## config.mk

```make
export PLATFORM = sky130hd
export DESIGN_NAME = fifo_alu_dvfs_flat
export DESIGN_NICKNAME = d
export VERILOG_FILES = /design/src/rtl/fifo_alu_dvfs_pkg.sv /design/src/rtl/fifo_alu_dvfs_if.sv /design/src/rtl/fifo_alu_dvfs_fifo.sv /design/src/rtl/fifo_alu_dvfs.sv /design/src/flat_wrapper.sv
export SDC_FILE = /design/constraint.sdc
export NUM_CORES = 1
export LEC_CHECK = 0
export CORE_MARGIN = 3
export CORE_UTILIZATION = 35
export CTS_CLUSTER_SIZE = 10
export DETAILED_ROUTE_END_ITERATION = 10
export HOLD_SLACK_MARGIN = 0.1
export PLACE_DENSITY = 0.58
export SKIP_CTS_REPAIR_TIMING = 1
export SLEW_MARGIN = 20
export SYNTH_ARGS = -nofsm -noshare
export SYNTH_HDL_FRONTEND = slang
export SYNTH_SLANG_ARGS = --single-unit
```

## constraint.sdc

```tcl
create_clock -name clk -period 11.3 [get_ports clk]
set_input_delay 1.13 -clock clk [delete_from_list [all_inputs] [get_ports clk]]
set_output_delay 1.13 -clock clk [all_outputs]
set_load 0.02 [all_outputs]
```

## src/rtl/fifo_alu_dvfs_pkg.sv

```systemverilog
// Shared definitions for the FIFO-fed ALU: opcodes, rate-select encodings and default widths.
package fifo_alu_pkg;

    localparam int DEF_OPD_W = 4;
    localparam int DEF_OP_W  = 4;
    localparam int DEF_DEPTH = 16;

    typedef enum logic [3:0] {
        OP_ADD = 4'd0,
        OP_SUB = 4'd1,
        OP_MUL = 4'd2,
        OP_DIV = 4'd3,
        OP_AND = 4'd4,
        OP_OR  = 4'd5,
        OP_XOR = 4'd6,
        OP_NOT = 4'd7,
        OP_SHR = 4'd8,
        OP_SHL = 4'd9
    } opcode_e;

    typedef enum logic [1:0] {
        SEL_DIV1 = 2'b00,
        SEL_DIV2 = 2'b01,
        SEL_DIV4 = 2'b10,
        SEL_DIV8 = 2'b11
    } rate_sel_e;

    // Terminal divider count (R-1) for a given rate select.
    function automatic logic [2:0] div_max_of(input logic [1:0] sel);
        logic [2:0] max_cnt;
        case (sel)
            SEL_DIV1: max_cnt = 3'd0;
            SEL_DIV2: max_cnt = 3'd1;
            SEL_DIV4: max_cnt = 3'd3;
            default:  max_cnt = 3'd7;
        endcase
        return max_cnt;
    endfunction

endpackage

```

## src/rtl/fifo_alu_dvfs_if.sv

```systemverilog
// Bus bundle between the instruction source and the FIFO-fed ALU.
interface fifo_alu_dvfs_if
    import fifo_alu_pkg::*;
#(
    parameter int OPD_W = DEF_OPD_W,
    parameter int OP_W  = DEF_OP_W,
    parameter int DEPTH = DEF_DEPTH
) ();

    localparam int INS_W = OP_W + 2 * OPD_W;
    localparam int RES_W = 2 * OPD_W;
    localparam int CNT_W = $clog2(DEPTH) + 1;

    logic [INS_W-1:0] instruction;
    logic             wr_en;
    logic             rd_en;
    logic [1:0]       select;
    logic [INS_W-1:0] data_out;
    logic             data_empty;
    logic             data_full;
    logic [CNT_W-1:0] fifo_counter;
    logic [RES_W-1:0] result;
    logic             result_valid;
    logic             err;
    logic             clk_tick;

    modport master (
        output instruction, wr_en, rd_en, select,
        input  data_out, data_empty, data_full, fifo_counter,
               result, result_valid, err, clk_tick
    );

    modport slave (
        input  instruction, wr_en, rd_en, select,
        output data_out, data_empty, data_full, fifo_counter,
               result, result_valid, err, clk_tick
    );

endinterface

```

## src/rtl/fifo_alu_dvfs_fifo.sv

```systemverilog
// Instruction FIFO: registered occupancy counter, no fall-through, write accepted at full on a pop.
module instr_fifo #(
    parameter int INS_W = 12,
    parameter int DEPTH = 16,
    localparam int PTR_W = $clog2(DEPTH),
    localparam int CNT_W = PTR_W + 1
) (
    input  logic             clk,
    input  logic             rst_n,
    input  logic             push,
    input  logic             pop,
    input  logic [INS_W-1:0] wr_data,
    output logic [INS_W-1:0] rd_data,
    output logic             empty,
    output logic             full,
    output logic [CNT_W-1:0] count,
    output logic             wr_drop
);

    logic [INS_W-1:0] mem [DEPTH];
    logic [PTR_W-1:0] wr_ptr;
    logic [PTR_W-1:0] rd_ptr;
    logic             do_pop;
    logic             do_push;

    assign empty   = (count == '0);
    assign full    = (count == CNT_W'(DEPTH));
    assign do_pop  = pop & ~empty;
    assign do_push = push & (~full | do_pop);
    assign wr_drop = push & ~do_push;
    assign rd_data = mem[rd_ptr];

    always_ff @(posedge clk) begin
        if (do_push)
            mem[wr_ptr] <= wr_data;
    end

    // Pointers wrap naturally because DEPTH is a power of two.
    always_ff @(posedge clk or negedge rst_n) begin
        if (!rst_n) begin
            wr_ptr <= '0;
            rd_ptr <= '0;
            count  <= '0;
        end else begin
            if (do_push)
                wr_ptr <= wr_ptr + PTR_W'(1);
            if (do_pop)
                rd_ptr <= rd_ptr + PTR_W'(1);
            case ({do_push, do_pop})
                2'b10:   count <= count + CNT_W'(1);
                2'b01:   count <= count - CNT_W'(1);
                default: count <= count;
            endcase
        end
    end

endmodule

```

## src/rtl/fifo_alu_dvfs.sv

```systemverilog
// FIFO-fed ALU whose execution rate is set by a strobe divider; one instruction per tick.
module fifo_alu_dvfs
    import fifo_alu_pkg::*;
#(
    parameter int OPD_W = DEF_OPD_W,
    parameter int OP_W  = DEF_OP_W,
    parameter int DEPTH = DEF_DEPTH
) (
    input logic            clk,
    input logic            rst_n,
    fifo_alu_dvfs_if.slave bus
);

    localparam int INS_W = OP_W + 2 * OPD_W;
    localparam int RES_W = 2 * OPD_W;
    localparam int CNT_W = $clog2(DEPTH) + 1;

    logic [2:0]       div_cnt;
    logic [2:0]       div_max;
    logic             tick;
    logic             pop;
    logic             fifo_empty;
    logic             wr_drop;
    logic [INS_W-1:0] head;
    logic [OP_W-1:0]  op;
    logic [OPD_W-1:0] op_a;
    logic [OPD_W-1:0] op_b;
    logic [OPD_W-1:0] not_a;
    logic [RES_W-1:0] a_ext;
    logic [RES_W-1:0] b_ext;
    logic [RES_W-1:0] alu_res;
    logic             alu_err;
    logic [INS_W-1:0] data_out_q;
    logic [RES_W-1:0] result_q;
    logic             result_valid_q;
    logic             err_q;

    // Gating with rst_n keeps the strobe low in reset and makes the first edge after release a tick.
    assign tick = rst_n & (div_cnt == div_max);
    assign pop  = tick & bus.rd_en & ~fifo_empty;

    always_ff @(posedge clk or negedge rst_n) begin
        if (!rst_n) begin
            div_cnt <= '0;
            div_max <= '0;
        end else if (tick) begin
            div_max <= div_max_of(bus.select);
            div_cnt <= '0;
        end else begin
            div_cnt <= div_cnt + 3'd1;
        end
    end

    instr_fifo #(.INS_W(INS_W), .DEPTH(DEPTH)) u_fifo (
        .clk     (clk),
        .rst_n   (rst_n),
        .push    (bus.wr_en),
        .pop     (pop),
        .wr_data (bus.instruction),
        .rd_data (head),
        .empty   (fifo_empty),
        .full    (bus.data_full),
        .count   (bus.fifo_counter),
        .wr_drop (wr_drop)
    );

    assign op    = head[INS_W-1 -: OP_W];
    assign op_a  = head[2*OPD_W-1 -: OPD_W];
    assign op_b  = head[OPD_W-1:0];
    assign not_a = ~op_a;
    assign a_ext = RES_W'(op_a);
    assign b_ext = RES_W'(op_b);

    always_comb begin
        alu_res = '0;
        alu_err = 1'b0;
        case (op)
            OP_W'(OP_ADD): alu_res = a_ext + b_ext;
            OP_W'(OP_SUB): alu_res = a_ext - b_ext;
            OP_W'(OP_MUL): alu_res = a_ext * b_ext;
            OP_W'(OP_DIV): begin
                if (op_b == '0) begin
                    alu_res = '1;
                    alu_err = 1'b1;
                end else begin
                    alu_res = a_ext / b_ext;
                end
            end
            OP_W'(OP_AND): alu_res = a_ext & b_ext;
            OP_W'(OP_OR):  alu_res = a_ext | b_ext;
            OP_W'(OP_XOR): alu_res = a_ext ^ b_ext;
            OP_W'(OP_NOT): alu_res = RES_W'(not_a);
            OP_W'(OP_SHR): alu_res = a_ext >> 1;
            OP_W'(OP_SHL): alu_res = a_ext << 1;
            default:       alu_err = 1'b1;
        endcase
    end

    always_ff @(posedge clk or negedge rst_n) begin
        if (!rst_n) begin
            data_out_q     <= '0;
            result_q       <= '0;
            result_valid_q <= 1'b0;
            err_q          <= 1'b0;
        end else begin
            result_valid_q <= pop;
            err_q          <= wr_drop | (pop & alu_err);
            if (pop) begin
                data_out_q <= head;
                result_q   <= alu_res;
            end
        end
    end

    assign bus.data_out     = data_out_q;
    assign bus.result       = result_q;
    assign bus.result_valid = result_valid_q;
    assign bus.err          = err_q;
    assign bus.clk_tick     = tick;
    assign bus.data_empty   = fifo_empty;

endmodule
```

## src/flat_wrapper.sv

```systemverilog
// flat-port wrapper written by rule: the top's interface ports become plain ports
module fifo_alu_dvfs_flat import fifo_alu_pkg::*;
#(
    parameter int OPD_W = DEF_OPD_W,
    parameter int OP_W  = DEF_OP_W,
    parameter int DEPTH = DEF_DEPTH
)
  (clk, rst_n, bus_instruction, bus_wr_en, bus_rd_en, bus_select, bus_data_out, bus_data_empty, bus_data_full, bus_fifo_counter, bus_result, bus_result_valid, bus_err, bus_clk_tick);
  fifo_alu_dvfs_if #(.OPD_W(OPD_W), .OP_W(OP_W), .DEPTH(DEPTH)) bus_i ();
  input logic clk;
  input logic rst_n;
  input wire logic [$bits(bus_i.instruction)-1:0] bus_instruction;
  input wire logic [$bits(bus_i.wr_en)-1:0] bus_wr_en;
  input wire logic [$bits(bus_i.rd_en)-1:0] bus_rd_en;
  input wire logic [$bits(bus_i.select)-1:0] bus_select;
  output wire logic [$bits(bus_i.data_out)-1:0] bus_data_out;
  output wire logic [$bits(bus_i.data_empty)-1:0] bus_data_empty;
  output wire logic [$bits(bus_i.data_full)-1:0] bus_data_full;
  output wire logic [$bits(bus_i.fifo_counter)-1:0] bus_fifo_counter;
  output wire logic [$bits(bus_i.result)-1:0] bus_result;
  output wire logic [$bits(bus_i.result_valid)-1:0] bus_result_valid;
  output wire logic [$bits(bus_i.err)-1:0] bus_err;
  output wire logic [$bits(bus_i.clk_tick)-1:0] bus_clk_tick;
  assign bus_i.instruction = bus_instruction;
  assign bus_i.wr_en = bus_wr_en;
  assign bus_i.rd_en = bus_rd_en;
  assign bus_i.select = bus_select;
  assign bus_data_out = bus_i.data_out;
  assign bus_data_empty = bus_i.data_empty;
  assign bus_data_full = bus_i.data_full;
  assign bus_fifo_counter = bus_i.fifo_counter;
  assign bus_result = bus_i.result;
  assign bus_result_valid = bus_i.result_valid;
  assign bus_err = bus_i.err;
  assign bus_clk_tick = bus_i.clk_tick;
  fifo_alu_dvfs #(.OPD_W(OPD_W), .OP_W(OP_W), .DEPTH(DEPTH)) u_core (.clk(clk), .rst_n(rst_n), .bus(bus_i));
endmodule
```

==> results of run 1 <==
## worst min-delay path by stage
stage | cells after the start | to
finish | 2 | u_core.bus.data_out[0]
global route | 2 | u_core.bus.data_out[0]
CTS | 1 | u_core.bus.result[4]
detailed placement | 1 | u_core.bus.result[4]
global placement | 1 | u_core.bus.result[4]
floorplan | 1 | u_core.div_cnt[0]
## layer usage
metal	global-route usage, %	wire length [um]	vias to the layer above
li1	-	-	3347
met1	21.6	12600	3615
met3	2.01	1330	42
met4	3.64	529	0
met5	0	0	-
met2	25.3	13300	202
## registers in the layout (all words and copies together), names as in the netlist
| name | count |
|---|---|
| u_core.u_fifo.wr_ptr | 4 |
| u_core.div_cnt | 3 |
| u_core.bus.result_valid | 1 |
| u_core.div_max | 3 |
| u_core.bus.err | 1 |
| u_core.u_fifo.count | 5 |
| u_core.u_fifo.mem | 192 |
| u_core.bus.result | 8 |
| u_core.bus.data_out | 12 |
| u_core.u_fifo.rd_ptr | 4 |
## kinds of logic after synthesis
family,count (synthesis),share of synthesized area (%)
AOI/OAI and AO/OA,138,8.25
muxes,76,11.9
and+or+nand+nor,215,9.41
xor gates and xnor gates,26,1.95
buffers and inverters,65,2.63
DFF,233,58.1
other,1,0.0321
adders and majority gates,68,7.72
## worst max-delay path: cells and delay by family, from the launching register on
kind	cells	cell delay (ns)
flops	1	0.50
mux	4	1.29
fa+ha+maj	7	1.84
simple gates	16	2.90
buf+inv	5	0.52
compound gates	23	3.59
## through the flow
step	hold slack [ns]	instances	setup WS [ns]
after CTS	0.477	1362	-0.124
final	0.474	1383	0.490
after floorplan	0.452	825	0.0198
after detailed placement	0.465	1321	-0.0693
after global placement	0.458	1321	0.259
after global routing	0.505	1383	-0.139
## cells in the mapped netlist (14+ instances only)
cell type	count	share of area, %
nor2_1	47	1.5
mux2_2	14	1.3
xnor2_1	17	1.3
and2_1	25	1.3
a21oi_1	23	0.98
inv_1	39	1.3
ha_1	61	6.5
edfxtp_1	192	49
mux4_2	39	7.5
nor3_1	17	0.73
dfrtp_1	41	8.8
nand2_1	60	1.9
o21ai_0	32	1.4
## area by class of cell
class	instances	area, um2	share of cell area, %
Sequential cell	233	6800	48.8
Clock buffer	37	734	5.27
Inverter	40	150	1.08
Multi-Input combinational cell	527	4740	34.0
Clock inverter	4	72.6	0.521
Timing Repair Buffer	100	883	6.34
Tap cell	442	553	3.97
==> report_table.html, run 1 <==
<table>
<tr><th>Metric</th><th>Value</th></tr>
<tr><th colspan="2">Critical path</th></tr>
<tr><td>Critical path data required time</td><td>11.70 ns</td></tr>
<tr><td>Stage delay of the slowest cell on the critical path</td><td>0.50 ns</td></tr>
<tr><td>Critical Path Sink</td><td>u_core.bus.result[0]</td></tr>
<tr><td>Most Frequent Cell on Critical Path</td><td>ha_1</td></tr>
<tr><td>Critical path startpoint category</td><td>flip-flop</td></tr>
<tr><td>FF-to-FF path depth</td><td>55</td></tr>
<tr><td>Type of the worst setup path</td><td>flip-flop to flip-flop</td></tr>
<tr><td>Endpoint of the lowest-slack register-to-register path</td><td>u_core.bus.result[0]</td></tr>
<tr><td>Critical path capture point type</td><td>flip-flop</td></tr>
<tr><td>Beginning of the worst register-to-register path</td><td>u_core.u_fifo.rd_ptr[0]</td></tr>
<tr><td>Maximum net fanout on the critical path</td><td>8</td></tr>
<tr><td>Crit path max-delay cell type</td><td>dfrtp_4</td></tr>
<tr><td>CP arrival</td><td>11.21 ns</td></tr>
<tr><td>Setup slack on the worst flop-to-flop path</td><td>0.49 ns</td></tr>
<tr><td>Origin of the worst setup path</td><td>u_core.u_fifo.rd_ptr[0]</td></tr>
<tr><th colspan="2">Logic synthesis</th></tr>
<tr><td>Synthesized area</td><td>11700 um2</td></tr>
<tr><td>Most common flop cell mapped by yosys</td><td>edfxtp_1</td></tr>
<tr><td>Number of flops mapped to enable cells by yosys</td><td>192</td></tr>
<tr><td>Number of library cell types mapped by synthesis</td><td>77</td></tr>
<tr><td>Fraction of synthesis flops using an asynchronous set or reset pin</td><td>17.6%</td></tr>
<tr><td>Ys Warns</td><td>0</td></tr>
<tr><td>Flops &amp; latches, synth</td><td>233</td></tr>
<tr><td>Post-synthesis area per instance</td><td>14.2 um2</td></tr>
<tr><td>Post-synthesis sequential area ratio</td><td>58.1%</td></tr>
<tr><td>Post-Syn Instances</td><td>822</td></tr>
<tr><th colspan="2">Clock network</th></tr>
<tr><td>Root buffer selected by CTS</td><td>clkbuf_16</td></tr>
<tr><td>Clock edge transition at the registers on the reported setup and hold paths</td><td>0.06 ns</td></tr>
<tr><td>CTS tree</td><td>built</td></tr>
<tr><td>CTS Buf Count</td><td>28</td></tr>
<tr><td>Clock Path Buffers</td><td>3</td></tr>
<tr><td>Clock Latency Late Sink</td><td>0.56 ns</td></tr>
<tr><td>Total number of clock tree sinks</td><td>233</td></tr>
<tr><td>H-tree depth reported by CTS</td><td>1</td></tr>
<tr><th colspan="2">Floorplanning</th></tr>
<tr><td>Effective utilization at floorplan</td><td>35.8%</td></tr>
<tr><td>Die Area</td><td>35700 um2</td></tr>
<tr><td>Core Footprint</td><td>32700 um2</td></tr>
<tr><td>I/O pin count</td><td>48</td></tr>
<tr><td>Die width</td><td>189 um</td></tr>
<tr><td>Row count</td><td>66</td></tr>
<tr><td>Vertical die dimension</td><td>189 um</td></tr>
<tr><th colspan="2">Cells and area</th></tr>
<tr><td>Post-route standard cell area excluding fillers</td><td>13900 um2</td></tr>
<tr><td>Proportion of layout cells with a drive suffix above 1</td><td>19.8%</td></tr>
<tr><td>Finished Core Util</td><td>42.6%</td></tr>
<tr><td>Layout fillers</td><td>3002</td></tr>
<tr><td>Most frequent cells in the layout</td><td>edfxtp_1 (192), ha_1 (58), nand2_1 (57)</td></tr>
<tr><td>Number of nets in the finished design</td><td>1016</td></tr>
<tr><td>Total inserted antenna cells</td><td>0</td></tr>
<tr><td>Area Overhead vs Synth</td><td>19.1%</td></tr>
<tr><td>Most common cell after layout, fill and taps aside</td><td>edfxtp_1</td></tr>
<tr><th colspan="2">Place</th></tr>
<tr><td>Final GP Congestion</td><td>0.930</td></tr>
<tr><td>Number of buffers added on ports</td><td>47</td></tr>
<tr><td>Post-Place Cell Area</td><td>12800 um2</td></tr>
<tr><td>Post-DP HPWL</td><td>18.1 mm</td></tr>
<tr><th colspan="2">Detailed routing</th></tr>
<tr><td>Final WL</td><td>27.8 mm</td></tr>
<tr><td>Number of DRC markers after the initial detailed-route iteration</td><td>528</td></tr>
<tr><td>Number of vias per cell</td><td>5.21</td></tr>
<tr><td>Vias after detailed routing</td><td>7206</td></tr>
<tr><td>Average wire per cell in the routed design</td><td>20.1 um</td></tr>
<tr><td>Residual antenna-violating net count after detailed routing</td><td>0</td></tr>
<tr><td>Residual DRC</td><td>0</td></tr>
<tr><td>Iteration count of the initial detailed-routing pass</td><td>5</td></tr>
<tr><th colspan="2">Global route</th></tr>
<tr><td>Largest net degree at the start of global routing</td><td>43</td></tr>
<tr><td>Wire length of the first global-routing pass</td><td>42.5 mm</td></tr>
<tr><td>Global Route Usage Sum</td><td>15.3%</td></tr>
<tr><td>Number of antenna violations at the first check in global routing</td><td>0</td></tr>
<tr><td>Number of global-route vias before repair</td><td>7141</td></tr>
<tr><td>Overflow after GRT</td><td>0</td></tr>
<tr><th colspan="2">Timing</th></tr>
<tr><td>Sum of negative setup slack</td><td>0 ns</td></tr>
<tr><td>Slew at the pin with the worst max-slew slack</td><td>0.987 ns</td></tr>
<tr><td>Final setup vio count</td><td>0</td></tr>
<tr><td>Highest clock rate</td><td>92.5 MHz</td></tr>
<tr><td>Headroom to the max-slew limit</td><td>34.2%</td></tr>
<tr><td>Final critical-path required period</td><td>10.81 ns</td></tr>
<tr><td>Slew Limit Fails</td><td>0</td></tr>
<tr><td>Part of the cycle the worst path needs</td><td>95.7%</td></tr>
<tr><td>Final count of hold timing violations</td><td>0</td></tr>
<tr><td>Final worst clock skew</td><td>0.0336 ns</td></tr>
<tr><th colspan="2">Run</th></tr>
<tr><td>Number of max-cap violations</td><td>0</td></tr>
<tr><th colspan="2">Worst hold path</th></tr>
<tr><td>HP Class</td><td>flip-flop to flip-flop</td></tr>
<tr><td>Min-Delay Startpoint</td><td>u_core.bus.data_out[0]</td></tr>
<tr><th colspan="2">Outcome</th></tr>
<tr><td>Outcome</td><td>finished, final reports clean</td></tr>
</table>
Power of run 1 is left out: the tool's default activity adds up to more than one toggle a clock period on the data nets, which glitch-free logic cannot reach.
==> inputs of run 2 (changes only) <==
--- a/config.mk
+++ b/config.mk
@@ -5,12 +5,15 @@
 export SDC_FILE = /design/constraint.sdc
 export NUM_CORES = 1
 export LEC_CHECK = 0
+export CAP_MARGIN = 0
+export CELL_PAD_IN_SITES_DETAIL_PLACEMENT = 0
+export CELL_PAD_IN_SITES_GLOBAL_PLACEMENT = 1
 export CORE_MARGIN = 3
 export CORE_UTILIZATION = 35
 export CTS_CLUSTER_SIZE = 10
 export DETAILED_ROUTE_END_ITERATION = 10
 export HOLD_SLACK_MARGIN = 0.1
-export PLACE_DENSITY = 0.58
+export PLACE_DENSITY = 0.65
 export SKIP_CTS_REPAIR_TIMING = 1
 export SLEW_MARGIN = 20
 export SYNTH_ARGS = -nofsm -noshare
==> report_table.html, run 2 (synthesis gave the netlist of run 1 again) <==
<table>
<tr><th>Metric</th><th>Value</th></tr>
<tr><th colspan="2">Outcome</th></tr>
<tr><td>Outcome</td><td>finished, final reports clean (unchanged)</td></tr>
<tr><th colspan="2">Timing</th></tr>
<tr><td>Slew Limit Fails</td><td>0 (unchanged)</td></tr>
<tr><td>Final critical-path required period</td><td>10.65 ns (was 10.81 ns)</td></tr>
<tr><td>Final worst clock skew</td><td>0.0136 ns (was 0.0336 ns)</td></tr>
<tr><td>Worst hold slack after final layout</td><td>0.471 ns (was 0.474 ns)</td></tr>
<tr><td>Part of the cycle the worst path needs</td><td>94.2% (was 95.7%)</td></tr>
<tr><td>Headroom to the max-slew limit</td><td>36.1% (was 34.2%)</td></tr>
<tr><td>Highest clock rate</td><td>93.9 MHz (was 92.5 MHz)</td></tr>
<tr><td>Post-layout worst setup margin</td><td>0.652 ns (was 0.490 ns)</td></tr>
<tr><td>Final setup vio count</td><td>0 (unchanged)</td></tr>
<tr><td>Slew at the pin with the worst max-slew slack</td><td>0.959 ns (was 0.987 ns)</td></tr>
<tr><td>Final count of hold timing violations</td><td>0 (unchanged)</td></tr>
<tr><th colspan="2">Cells and area</th></tr>
<tr><td>Most frequent cells in the layout</td><td>edfxtp_1 (192), nand2_1 (57), ha_1 (53) (was edfxtp_1 (192), ha_1 (58), nand2_1 (57))</td></tr>
<tr><td>Register area</td><td>6800 um2 (unchanged)</td></tr>
<tr><td>Most common cell after layout, fill and taps aside</td><td>edfxtp_1 (unchanged)</td></tr>
<tr><td>Largest register by flop count</td><td>u_core.u_fifo.mem (unchanged)</td></tr>
<tr><td>Proportion of layout cells with a drive suffix above 1</td><td>20.7% (was 19.8%)</td></tr>
<tr><td>Total inserted antenna cells</td><td>0 (unchanged)</td></tr>
<tr><td>Max reg flops</td><td>192 (unchanged)</td></tr>
<tr><td>Area Overhead vs Synth</td><td>19.4% (was 19.1%)</td></tr>
<tr><td>Area taken by multi-input logic gates</td><td>4850 um2 (was 4740 um2)</td></tr>
<tr><td>Layout fillers</td><td>3048 (was 3002)</td></tr>
<tr><td>Number of nets in the finished design</td><td>1014 (was 1016)</td></tr>
<tr><td>Post-route standard cell area excluding fillers</td><td>14000 um2 (was 13900 um2)</td></tr>
<tr><th colspan="2">Detailed routing</th></tr>
<tr><td>Iteration count of the initial detailed-routing pass</td><td>5 (unchanged)</td></tr>
<tr><td>Final WL</td><td>27.8 mm (unchanged)</td></tr>
<tr><td>Average wire per cell in the routed design</td><td>20.1 um (about the same)</td></tr>
<tr><td>Vias after detailed routing</td><td>7121 (was 7206)</td></tr>
<tr><td>Number of vias per cell</td><td>5.16 (was 5.21)</td></tr>
<tr><td>Number of DRC markers after the initial detailed-route iteration</td><td>551 (was 528)</td></tr>
<tr><td>Residual DRC</td><td>0 (unchanged)</td></tr>
<tr><td>Residual antenna-violating net count after detailed routing</td><td>0 (unchanged)</td></tr>
<tr><th colspan="2">Place</th></tr>
<tr><td>Worst slack at placement</td><td>-0.214 ns (was -0.0693 ns)</td></tr>
<tr><td>Post-DP HPWL</td><td>18.2 mm (was 18.1 mm)</td></tr>
<tr><td>Number of buffers added on ports</td><td>47 (unchanged)</td></tr>
<tr><td>Post-Place Cell Area</td><td>12800 um2 (about the same)</td></tr>
<tr><td>Final GP Congestion</td><td>0.824 (was 0.930)</td></tr>
<tr><th colspan="2">Global route</th></tr>
<tr><td>Number of global-route vias before repair</td><td>7267 (was 7141)</td></tr>
<tr><td>Met1 track demand over resource</td><td>20.9% (was 21.6%)</td></tr>
<tr><td>Grt met2 use</td><td>26.4% (was 25.3%)</td></tr>
<tr><td>Global-route met3 utilization</td><td>2.18% (was 2.01%)</td></tr>
<tr><td>Overflow after GRT</td><td>0 (unchanged)</td></tr>
<tr><td>GRT Max-Usage Layer</td><td>met2 (unchanged)</td></tr>
<tr><td>Number of antenna violations at the first check in global routing</td><td>0 (unchanged)</td></tr>
<tr><td>Wire length of the first global-routing pass</td><td>42.6 mm (was 42.5 mm)</td></tr>
<tr><td>Global Route Usage Sum</td><td>15.5% (was 15.3%)</td></tr>
<tr><td>Largest net degree at the start of global routing</td><td>43 (unchanged)</td></tr>
<tr><th colspan="2">Floorplanning</th></tr>
<tr><td>Row count</td><td>66 (unchanged)</td></tr>
<tr><td>Die Area</td><td>35700 um2 (unchanged)</td></tr>
<tr><td>Effective utilization at floorplan</td><td>35.8% (unchanged)</td></tr>
<tr><td>Die width</td><td>189 um (unchanged)</td></tr>
<tr><td>I/O pin count</td><td>48 (unchanged)</td></tr>
<tr><td>Core Footprint</td><td>32700 um2 (unchanged)</td></tr>
<tr><td>Vertical die dimension</td><td>189 um (unchanged)</td></tr>
<tr><th colspan="2">Worst hold path</th></tr>
<tr><td>HP Class</td><td>flip-flop to flip-flop (unchanged)</td></tr>
<tr><td>Cell count of the worst hold path</td><td>2 (unchanged)</td></tr>
<tr><td>Endpoint, Worst Hold</td><td>u_core.bus.data_out[5] (was u_core.bus.data_out[0])</td></tr>
<tr><td>Min-Delay Startpoint</td><td>u_core.bus.data_out[5] (was u_core.bus.data_out[0])</td></tr>
<tr><th colspan="2">Critical path</th></tr>
<tr><td>Origin of the worst setup path</td><td>u_core.u_fifo.rd_ptr[0] (unchanged)</td></tr>
<tr><td>Crit path max-delay cell type</td><td>dfrtp_4 (unchanged)</td></tr>
<tr><td>CP arrival</td><td>11.05 ns (was 11.21 ns)</td></tr>
<tr><td>Type of the worst setup path</td><td>flip-flop to flip-flop (unchanged)</td></tr>
<tr><td>Setup slack on the worst flop-to-flop path</td><td>0.65 ns (was 0.49 ns)</td></tr>
<tr><td>Critical path startpoint category</td><td>flip-flop (unchanged)</td></tr>
<tr><td>Beginning of the worst register-to-register path</td><td>u_core.u_fifo.rd_ptr[0] (unchanged)</td></tr>
<tr><td>Stage delay of the slowest cell on the critical path</td><td>0.49 ns (was 0.50 ns)</td></tr>
<tr><td>Most Frequent Cell on Critical Path</td><td>o21a_1 (was ha_1)</td></tr>
<tr><td>Critical path data required time</td><td>11.71 ns (was 11.70 ns)</td></tr>
<tr><td>Endpoint of the lowest-slack register-to-register path</td><td>u_core.bus.result[0] (unchanged)</td></tr>
<tr><td>Critical path capture point type</td><td>flip-flop (unchanged)</td></tr>
<tr><td>FF-to-FF path depth</td><td>58 (was 55)</td></tr>
<tr><td>Maximum net fanout on the critical path</td><td>6 (was 8)</td></tr>
<tr><th colspan="2">Clock network</th></tr>
<tr><td>Clock Latency Late Sink</td><td>0.55 ns (was 0.56 ns)</td></tr>
<tr><td>CTS tree</td><td>built (unchanged)</td></tr>
<tr><td>H-tree depth reported by CTS</td><td>1 (unchanged)</td></tr>
<tr><td>Total number of clock tree sinks</td><td>233 (unchanged)</td></tr>
<tr><td>Clock edge transition at the registers on the reported setup and hold paths</td><td>0.06 ns (about the same)</td></tr>
<tr><td>Clock Path Buffers</td><td>3 (unchanged)</td></tr>
<tr><td>Root buffer selected by CTS</td><td>clkbuf_16 (unchanged)</td></tr>
<tr><td>CTS Buf Count</td><td>27 (was 28)</td></tr>
<tr><th colspan="2">Run</th></tr>
<tr><td>Number of max-cap violations</td><td>0 (unchanged)</td></tr>
</table>
[run 2: cell types whose count changed in the layout (fill, tap and decap cells not counted), sizes merged]
cell      change
clkinvlp      -1
clkbuf        +1
inv           +1
bufinv        -1
clkinv        -1
buf           -1
[run 2: worst max path at each step]
stage	endpoint
6_report	u_core.bus.result[0]
5_1_grt	u_core.bus.result[0]
4_1_cts	u_core.bus.result[0]
3_5_place_dp	u_core.bus.result[0]
3_3_place_gp	u_core.bus.result[0]
2_1_floorplan	u_core.bus.result[0]
[run 2: cell type report]
type / instances / share of cell area, %
inverter: 40 / 1.09
clock buffer: 38 / 5.13
timing repair buffer: 99 / 6.27
multi-input combinational: 527 / 34.7
clock inverter: 2 / 0.179
tap: 442 / 3.96
sequential: 233 / 48.7
[run 2: routing by layer]
| metal | routed length (um) | vias to the layer above |
|---|---|---|
| li1 | - | 3351 |
| met3 | 1030 | 45 |
| met1 | 12600 | 3581 |
| met2 | 13500 | 144 |
| met4 | 634 | 0 |
| met5 | 0 | - |
[run 2: per-stage QoR]
step / utilization (%) / instances / setup TNS, ns
2_1_floorplan: - / 825 / 0
3_3_place_gp: 39.2 / 1320 / 0
3_5_place_dp: 39.2 / 1320 / -0.214
4_1_cts: 41.4 / 1360 / -0.228
5_1_grt: 42.7 / 1381 / -0.0779
6_report: 42.7 / 1381 / 0
[run 2: critical path, delay by kind of cell, from the launching register on]
family	cells	cell delay, ns
and+or+nand+nor	18	3.06
adders and majority gates	7	1.69
buffers and inverters	5	0.50
AOI/OAI and AO/OA	25	3.82
muxes	3	0.91
DFF	1	0.49
Power of run 2 is left out for the same reason.
